**src/rtl/sync_fifo_gen2_pkg.sv**
```systemverilog
// rtl/sync_fifo_gen2_pkg.sv - shared types, defaults and width helpers for sync_fifo_gen2
package sync_fifo_pkg;

  localparam int DEF_WIDTH    = 16;
  localparam int DEF_DEPTH    = 8;
  localparam int DEF_AE_LEVEL = 1;

  typedef struct packed {
    logic full;
    logic empty;
    logic almostfull;
    logic almostempty;
  } fifo_status_t;

  // Fill level must represent 0..DEPTH inclusive, hence depth+1.
  function automatic int cnt_width(input int depth);
    return $clog2(depth + 1);
  endfunction

  function automatic int ptr_width(input int depth);
    return (depth > 1) ? $clog2(depth) : 1;
  endfunction

endpackage

```
**src/rtl/sync_fifo_gen2_if.sv**
```systemverilog
// rtl/sync_fifo_gen2_if.sv - producer/consumer bundle of sync_fifo_gen2 (data, handshake, status)
interface sync_fifo_gen2_if #(
  parameter int WIDTH = 16,
  parameter int DEPTH = 8
);
  import sync_fifo_pkg::*;

  localparam int CW = cnt_width(DEPTH);

  logic             flush;
  logic             wr_en;
  logic [WIDTH-1:0] data_in;
  logic             rd_en;
  logic [WIDTH-1:0] data_out;
  logic             rd_valid;
  logic             wr_ack;
  logic             overflow;
  logic             underflow;
  logic             ovf_sticky;
  logic             udf_sticky;
  logic [CW-1:0]    count;
  logic             full;
  logic             empty;
  logic             almostfull;
  logic             almostempty;

  modport master (
    output flush, wr_en, data_in, rd_en,
    input  data_out, rd_valid, wr_ack, overflow, underflow,
           ovf_sticky, udf_sticky, count, full, empty, almostfull, almostempty
  );

  modport slave (
    input  flush, wr_en, data_in, rd_en,
    output data_out, rd_valid, wr_ack, overflow, underflow,
           ovf_sticky, udf_sticky, count, full, empty, almostfull, almostempty
  );

endinterface

```
**src/rtl/sync_fifo_gen2_wrap_ptr.sv**
```systemverilog
// rtl/sync_fifo_gen2_wrap_ptr.sv - modulo-DEPTH pointer that wraps by explicit compare
module fifo_wrap_ptr
  import sync_fifo_pkg::*;
#(
  parameter  int DEPTH = DEF_DEPTH,
  localparam int PW    = ptr_width(DEPTH)
) (
  input  logic          clk,
  input  logic          rst,
  input  logic          clr,
  input  logic          inc,
  output logic [PW-1:0] ptr
);

  localparam logic [PW-1:0] LAST = PW'(DEPTH - 1);

  // Compare against DEPTH-1 so non-power-of-two depths wrap correctly.
  always_ff @(posedge clk or posedge rst) begin
    if (rst) begin
      ptr <= '0;
    end else if (clr) begin
      ptr <= '0;
    end else if (inc) begin
      ptr <= (ptr == LAST) ? '0 : ptr + 1'b1;
    end
  end

endmodule

```
**src/rtl/sync_fifo_gen2.sv**
```systemverilog
// rtl/sync_fifo_gen2.sv - parametrised single-clock FIFO; SYNC_FIFO_FWFT_EN selects first-word-fall-through
module sync_fifo_gen2
  import sync_fifo_pkg::*;
#(
  parameter int WIDTH    = DEF_WIDTH,
  parameter int DEPTH    = DEF_DEPTH,
  parameter int AF_LEVEL = DEPTH - 1,
  parameter int AE_LEVEL = DEF_AE_LEVEL
) (
  input logic             clk,
  input logic             rst,
  sync_fifo_gen2_if.slave bus
);

  localparam int CW = cnt_width(DEPTH);
  localparam int PW = ptr_width(DEPTH);

  localparam logic [CW-1:0] DEPTH_C = CW'(DEPTH);
  localparam logic [CW-1:0] AF_C    = CW'(AF_LEVEL);
  localparam logic [CW-1:0] AE_C    = CW'(AE_LEVEL);

  if (DEPTH < 2) begin : g_bad_depth
    $error("sync_fifo_gen2: DEPTH must be at least 2");
  end
  if (!((AE_LEVEL < AF_LEVEL) && (AF_LEVEL <= DEPTH))) begin : g_bad_levels
    $error("sync_fifo_gen2: thresholds need AE_LEVEL < AF_LEVEL <= DEPTH");
  end

  logic [WIDTH-1:0] mem [0:DEPTH-1];
  logic [PW-1:0]    wr_ptr;
  logic [PW-1:0]    rd_ptr;
  logic [CW-1:0]    count;
  logic             wr_acc;
  logic             rd_acc;
  logic             wr_ack_q;
  logic             ovf_q;
  logic             udf_q;
  logic             ovf_st;
  logic             udf_st;
  logic [WIDTH-1:0] data_q;
  logic             rd_valid_q;
  fifo_status_t     status;

  // A full FIFO still accepts a write when the same cycle also pops a word.
  always_comb begin
    rd_acc = 1'b0;
    wr_acc = 1'b0;
    if (!bus.flush) begin
      rd_acc = bus.rd_en && (count != '0);
      wr_acc = bus.wr_en && ((count != DEPTH_C) || rd_acc);
    end
  end

  fifo_wrap_ptr #(.DEPTH(DEPTH)) u_wr_ptr (
    .clk (clk),
    .rst (rst),
    .clr (bus.flush),
    .inc (wr_acc),
    .ptr (wr_ptr)
  );

  fifo_wrap_ptr #(.DEPTH(DEPTH)) u_rd_ptr (
    .clk (clk),
    .rst (rst),
    .clr (bus.flush),
    .inc (rd_acc),
    .ptr (rd_ptr)
  );

  always_ff @(posedge clk) begin
    if (wr_acc) begin
      mem[wr_ptr] <= bus.data_in;
    end
  end

  always_ff @(posedge clk or posedge rst) begin
    if (rst) begin
      count    <= '0;
      wr_ack_q <= 1'b0;
      ovf_q    <= 1'b0;
      udf_q    <= 1'b0;
      ovf_st   <= 1'b0;
      udf_st   <= 1'b0;
    end else if (bus.flush) begin
      count    <= '0;
      wr_ack_q <= 1'b0;
      ovf_q    <= 1'b0;
      udf_q    <= 1'b0;
      ovf_st   <= 1'b0;
      udf_st   <= 1'b0;
    end else begin
      count    <= count + CW'(wr_acc) - CW'(rd_acc);
      wr_ack_q <= wr_acc;
      ovf_q    <= bus.wr_en && !wr_acc;
      udf_q    <= bus.rd_en && !rd_acc;
      if (bus.wr_en && !wr_acc) begin
        ovf_st <= 1'b1;
      end
      if (bus.rd_en && !rd_acc) begin
        udf_st <= 1'b1;
      end
    end
  end

`ifdef SYNC_FIFO_FWFT_EN
  // Head word is shown directly; zero while empty keeps data_out defined.
  assign data_q     = (count == '0) ? '0 : mem[rd_ptr];
  assign rd_valid_q = (count != '0);
`else
  always_ff @(posedge clk or posedge rst) begin
    if (rst) begin
      data_q     <= '0;
      rd_valid_q <= 1'b0;
    end else if (bus.flush) begin
      rd_valid_q <= 1'b0;
    end else begin
      rd_valid_q <= rd_acc;
      if (rd_acc) begin
        data_q <= mem[rd_ptr];
      end
    end
  end
`endif

  always_comb begin
    status             = '0;
    status.full        = (count == DEPTH_C);
    status.empty       = (count == '0);
    status.almostfull  = (count >= AF_C);
    status.almostempty = (count <= AE_C);
  end

  assign bus.data_out    = data_q;
  assign bus.rd_valid    = rd_valid_q;
  assign bus.wr_ack      = wr_ack_q;
  assign bus.overflow    = ovf_q;
  assign bus.underflow   = udf_q;
  assign bus.ovf_sticky  = ovf_st;
  assign bus.udf_sticky  = udf_st;
  assign bus.count       = count;
  assign bus.full        = status.full;
  assign bus.empty       = status.empty;
  assign bus.almostfull  = status.almostfull;
  assign bus.almostempty = status.almostempty;

endmodule

```
**src/flat_wrapper.sv**
```systemverilog
// flat-port wrapper written by rule: the top's interface ports become plain ports
module sync_fifo_gen2_flat import sync_fifo_pkg::*;
#(
  parameter int WIDTH    = DEF_WIDTH,
  parameter int DEPTH    = DEF_DEPTH,
  parameter int AF_LEVEL = DEPTH - 1,
  parameter int AE_LEVEL = DEF_AE_LEVEL
)
  (clk, rst, bus_flush, bus_wr_en, bus_data_in, bus_rd_en, bus_data_out, bus_rd_valid, bus_wr_ack, bus_overflow, bus_underflow, bus_ovf_sticky, bus_udf_sticky, bus_count, bus_full, bus_empty, bus_almostfull, bus_almostempty);
  sync_fifo_gen2_if #(.WIDTH(WIDTH), .DEPTH(DEPTH)) bus_i ();
  input logic clk;
  input logic rst;
  input wire logic [$bits(bus_i.flush)-1:0] bus_flush;
  input wire logic [$bits(bus_i.wr_en)-1:0] bus_wr_en;
  input wire logic [$bits(bus_i.data_in)-1:0] bus_data_in;
  input wire logic [$bits(bus_i.rd_en)-1:0] bus_rd_en;
  output wire logic [$bits(bus_i.data_out)-1:0] bus_data_out;
  output wire logic [$bits(bus_i.rd_valid)-1:0] bus_rd_valid;
  output wire logic [$bits(bus_i.wr_ack)-1:0] bus_wr_ack;
  output wire logic [$bits(bus_i.overflow)-1:0] bus_overflow;
  output wire logic [$bits(bus_i.underflow)-1:0] bus_underflow;
  output wire logic [$bits(bus_i.ovf_sticky)-1:0] bus_ovf_sticky;
  output wire logic [$bits(bus_i.udf_sticky)-1:0] bus_udf_sticky;
  output wire logic [$bits(bus_i.count)-1:0] bus_count;
  output wire logic [$bits(bus_i.full)-1:0] bus_full;
  output wire logic [$bits(bus_i.empty)-1:0] bus_empty;
  output wire logic [$bits(bus_i.almostfull)-1:0] bus_almostfull;
  output wire logic [$bits(bus_i.almostempty)-1:0] bus_almostempty;
  assign bus_i.flush = bus_flush;
  assign bus_i.wr_en = bus_wr_en;
  assign bus_i.data_in = bus_data_in;
  assign bus_i.rd_en = bus_rd_en;
  assign bus_data_out = bus_i.data_out;
  assign bus_rd_valid = bus_i.rd_valid;
  assign bus_wr_ack = bus_i.wr_ack;
  assign bus_overflow = bus_i.overflow;
  assign bus_underflow = bus_i.underflow;
  assign bus_ovf_sticky = bus_i.ovf_sticky;
  assign bus_udf_sticky = bus_i.udf_sticky;
  assign bus_count = bus_i.count;
  assign bus_full = bus_i.full;
  assign bus_empty = bus_i.empty;
  assign bus_almostfull = bus_i.almostfull;
  assign bus_almostempty = bus_i.almostempty;
  sync_fifo_gen2 #(.WIDTH(WIDTH), .DEPTH(DEPTH), .AF_LEVEL(AF_LEVEL), .AE_LEVEL(AE_LEVEL)) u_core (.clk(clk), .rst(rst), .bus(bus_i));
endmodule
```
**config.mk**
```make
export PLATFORM = sky130hd
export DESIGN_NAME = sync_fifo_gen2_flat
export DESIGN_NICKNAME = d
export VERILOG_FILES = /design/src/rtl/sync_fifo_gen2_pkg.sv /design/src/rtl/sync_fifo_gen2_if.sv /design/src/rtl/sync_fifo_gen2_wrap_ptr.sv /design/src/rtl/sync_fifo_gen2.sv /design/src/flat_wrapper.sv
export SDC_FILE = /design/constraint.sdc
export NUM_CORES = 1
export LEC_CHECK = 0
export ABC_AREA = 1
export BUFFER_PORTS_ARGS = -buffer_cell sky130_fd_sc_hd__buf_4
export CAP_MARGIN = 15
export CORE_MARGIN = 3
export CORE_UTILIZATION = 65
export CTS_BUF_LIST = sky130_fd_sc_hd__clkbuf_8
export DETAILED_ROUTE_END_ITERATION = 10
export HOLD_SLACK_MARGIN = 0.1
export PLACE_DENSITY = 0.95
export SETUP_SLACK_MARGIN = 0.4
export SLEW_MARGIN = 5
export SYNTH_ARGS = -nofsm -noshare
export SYNTH_HDL_FRONTEND = slang
export SYNTH_HIERARCHICAL = 1
export SYNTH_SLANG_ARGS = --single-unit
```
**constraint.sdc**
```tcl
create_clock -name clk -period 6.2 [get_ports clk]
set_input_delay 0.31 -clock clk [delete_from_list [all_inputs] [get_ports clk]]
set_output_delay 0.31 -clock clk [all_outputs]
set_load 0.1 [all_outputs]
```
# == Yosys cells after proc, flatten, opt, wreduce, memory -nomap -nowiden ==
# Memories as Yosys holds them, arrays and structs flattened. A register that Yosys moved wholly into a read port is not among the register bits.
# Cells that the tools add are included.
# word_totals
ff_bits,16
ram_bits,128
inputBits,21
output_inout_bits,30
wordCells,54
memories,1
# memory_table
memory,depth,width,rd,rd_clocked_by_memory_dff,wr,line,text
u_core.mem,8,16,1,1,1,sync_fifo_gen2.sv:29,logic [WIDTH-1:0] mem [0:DEPTH-1];
# classes
addsub,4
magnitude_cmp,2
eq_ne,4
muxes,19
n_bitwise,1
reduce_logical,14
# op_table
cell,n
$mux 3,6
$mux 1,12
$reduce_bool 2->1,4
$add 3x1->3 const B,2
$eq 3x3->1 const B,2
$add 4x1->4,1
$eq 4x4->1 const B,1
$ge 4x3->1 const B,1
$le 4x1->1 const B,1
$logic_and 1x1->1,4
$logic_not 4->1,1
$mux 4,1
$ne 4x4->1 const B,1
$reduce_bool 4->1,1
$sub 4x1->4,1
$logic_not 1->1,2
$reduce_and 2->1,1
$logic_or 1x1->1,1
$not 1->1,1

# == Depth between registers and ports, before layout ==
# depth
word_depth,9
depth_mapped,14
mapped_depth_nobuf,14

# == Hierarchy ==
# Netlist, hierarchy kept.
# modules_own_cells
module,instances,cells_per_inst,area_each_um2
sync_fifo_gen2,1,639,6673.9
fifo_wrap_ptr,2,20,163.9

# == Worst setup path before layout ==
# OpenSTA, ideal clock, no wires.
# synth_timing
path_type,reg2reg
start,reg u_core.count[3] (netlist: u_core/bus.count[3])
end,reg u_core.count[1] (netlist: u_core/bus.count[1])
setup_time_ns,0.113
arrival_ns,4.990
setup_slack_ns,1.096
path_stages_with_launch,11
n_path_buf,0
period_less_slack_ns,5.104
cell_sequence,dfrtp_1 -> ha_1 -> nor3b_1 -> nand2_1 -> nand3_2 -> ha_1 -> inv_1 -> ha_1 -> fa_1 -> inv_1 -> nor2_1
# synth_between
elab_chain_cells,8
elab_cells_between_ends,10
classes_between,add/sub: 2; eq/ne: 1; mux: 3; reduce/logical: 4
# synth_rtl
item,line,text
"start, declared",sync_fifo_gen2.sv:32,logic [CW-1:0] count;
"start signal, assigned",sync_fifo_gen2.sv:92,count <= count + CW'(wr_acc) - CW'(rd_acc);
$reduce_bool 4->1,sync_fifo_gen2.sv:49,rd_acc = bus.rd_en && (count != '0);
$logic_and 1x1->1,sync_fifo_gen2.sv:49,
$logic_or 1x1->1,sync_fifo_gen2.sv:50,wr_acc = bus.wr_en && ((count != DEPTH_C) || rd_acc);
$logic_and 1x1->1,sync_fifo_gen2.sv:50,
$mux 1,sync_fifo_gen2.sv:48,if (!bus.flush) begin
$add 4x1->4,sync_fifo_gen2.sv:92,
$sub 4x1->4 (*),sync_fifo_gen2.sv:92,
$mux 4 (*),sync_fifo_gen2.sv:84,end else if (bus.flush) begin
# Every way passes the cells marked *; elsewhere a longest branch is shown, timed or not.
# A chain may end at the register's enable or synchronous reset.

# == Worst setup path in the final report ==
# layout_timing
start,reg u_core.count[3] (netlist: u_core/bus.count[3])
end,reg u_core.count[2] (netlist: u_core/bus.count[2])
# The elaborated chain is that of the path after synthesis.

==> metrics.csv <==
metric,value,unit
drt first pass iters,6,
Async SR Flop Fraction,20.0,%
Filler cells,555,
clk slew on worst S/H paths,0.09,ns
Pwr Total,3.34,mW
CTS buffer count,17,
f_max,385,MHz
setup TNS,0,ns
Synth Cell Area,7000,um^2
GPL Wtd Cong,0.770,
vias in the first global route,5312,
Mapped Nets,713,
Final period util,41.9,%
initial antenna violation count,0,
die area,12100,um^2
Post-CTS Resized,0,
leakage power,3.66,nW
CP required,6.54,ns
first-pass GRT wire length,27100,um
ratio of cells with drive above 1 in the final layout,13.9,%
via count,5312,
Initial Utilization,67.2,%
Peak VDD IR,0.000411,V
final slew viol count,0,
Site Rows,37,
I/O Pins,51,
Clock Tree Root,clkbuf_8,
all-layer global routing usage,31.0,%
setup bufs post-CTS,0,
CTS tree,built,
Setup Skew,0.00980,ns
Max clock buf depth,2,
Post-Syn Area per Cell,10.3,um^2
Gate Count Post-Synth,679,
clock sinks,160,
"Top FF cell, synth",edfxtp_1,
Synth Register Bits,160,
Clock Latency Late Sink,0.45,ns
count of final setup violators,0,
gr ovfl total,0,
Fin. Hold Viols,0,
type of the worst setup path,flip-flop to flip-flop,
Post-synth EDFFs,128,
outcome,completed,
drt total wl,17600,um
Slew @ Worst Pin,1.16,ns
"Warnings, synthesis",6,
Vias/cell,5.91,
number of buffers added on ports,50,
RSZ-0062 raised after global routing,false,
nets,784,
MaxCap Viol Count,0,
"Seq/Total Area, Yosys",66.3,%
H-tree Lvls,4,
CP arrival,2.94,ns
Hold Path Class,input pin to flip-flop,
Residual DRC,0,
"commonest non-fill, non-tap cell in the layout",nand2_1,
Worst setup SP type,flip-flop,
relative slew slack,22.8,%
hold_buf cts,16,
CP Capture Type,flip-flop,
DPL Wire Length,9390,um
pin count of the biggest net entering global routing,69,
1st-iter DRT viols,680,
chip height,110,um
Synth cell types,25,
area grow syn2layout,14.7,%
antenna cells,0,
wire per inst,19.6,um
Cell Pwr Density,415,nW/um^2
post-route ant nets,0,
most frequent cells in the layout,"216 x nand2_1, 128 x edfxtp_1, 116 x inv_1, 108 x nand3_1, 60 x buf_4",
fin crit period,2.60,ns
Crit Path Max Fanout,10,
Die X-Extent,110,um
Core ar.,10400,um^2
state kept, by name (all words and copies together) (netlist names), 3 cells and up:
signal / cells
u_core/bus.count: 4
u_core/u_rd_ptr/ptr: 3
u_core/u_wr_ptr/ptr: 3
u_core/bus.data_out: 16
u_core/mem: 128
cell usage after synthesis, types with 2 or more instances:
library cell | n | share of area, %
o21ai_0 | 2 | 0.14
nor2_2 | 4 | 0.36
nor2_1 | 19 | 1.0
nand2_1 | 216 | 12
edfxtp_1 | 128 | 55
inv_1 | 116 | 6.2
a21oi_1 | 2 | 0.14
ha_1 | 12 | 2.1
buf_2 | 13 | 0.93
buf_4 | 3 | 0.32
dfrtp_1 | 32 | 11
inv_2 | 5 | 0.27
nand3_1 | 108 | 7.7
buf_6 | 8 | 1.3
worst max-delay path, stage by stage, from the launching register on:
cell and delay [ns]:
dfrtp_1 0.39, inv_1 0.12, ha_1 0.24, inv_1 0.08, nand2_1 0.05, nand2_1 0.11, nand3_2 0.23, ha_1 0.38
inv_1 0.04, ha_1 0.20, fa_1 0.39, xnor2_1 0.18, nor2_1 0.07
per-layer routing:
layer,track usage (%),wire length (um)
met5,0,0
met4,22.7,1270
met3,7.57,1850
met2,49.7,8630
met1,36.3,5870
final timing paths:
path	from	endpoint	slack, ns	cells past startpoint
max	u_core/bus.count[3]	u_core/bus.count[2]	3.60	12
min	bus_data_in[6]	u_core/mem[7][6]	0.11	1
max reg2reg	u_core/bus.count[3]	u_core/bus.count[2]	3.60	12
min reg2reg	u_core/bus.data_out[6]	u_core/bus.data_out[6]	0.49	2
max in group asynchronous	rst	u_core/bus.data_out[5]	5.29	4
min in group asynchronous	rst	u_core/u_wr_ptr/ptr[2]	0.30	3
metrics by stage:
| stage | util (%) | setup slack (ns) | hold WS [ns] | cells | instance area (um^2) |
|---|---|---|---|---|---|
| detailed placement | 71.4 | 3.67 | 0.208 | 850 | 7440 |
| floorplan | - | 1.10 | 0.0636 | 679 | 7000 |
| global route | 77.1 | 3.47 | 0.108 | 899 | 8030 |
| finish | 77.1 | 3.60 | 0.115 | 899 | 8030 |
| global placement | 71.4 | 3.88 | 0.202 | 850 | 7440 |
| CTS | 76.9 | 3.64 | 0.101 | 898 | 8010 |
final cells by class:
class | count | area [um^2] | share of cell area [%]
Clock buffer | 17 | 234 | 2.91
Clock inverter | 15 | 170 | 2.12
Inverter | 122 | 460 | 5.73
Multi-Input combinational cell | 372 | 1720 | 21.4
Sequential cell | 160 | 4650 | 57.8
Tap cell | 136 | 170 | 2.12
Timing Repair Buffer | 77 | 638 | 7.94
power breakdown:
part	switching, mW	total, mW	internal [mW]	leakage (nW)
Clock	0.385	0.779	0.393	0.185
Combinational	0.990	1.25	0.261	1.91
Sequential	0.0585	1.31	1.25	1.57
Total	1.43	3.34	1.90	3.66
logic make-up (layout without fill, tap and decap cells):
kind of cell               after synthesis  after routing  share of synthesized area [%]
and+or+nand+nor                        353            353                           21.6
DFF                                    160            160                           66.3
buffers and inverters                  147            231                           9.17
adders and majority gates               13             13                           2.43
AOI/OAI and AO/OA                        5              5                          0.393
xor gates and xnor gates                 1              1                          0.125
No activity file was read; power rests on OpenSTA's default activity.
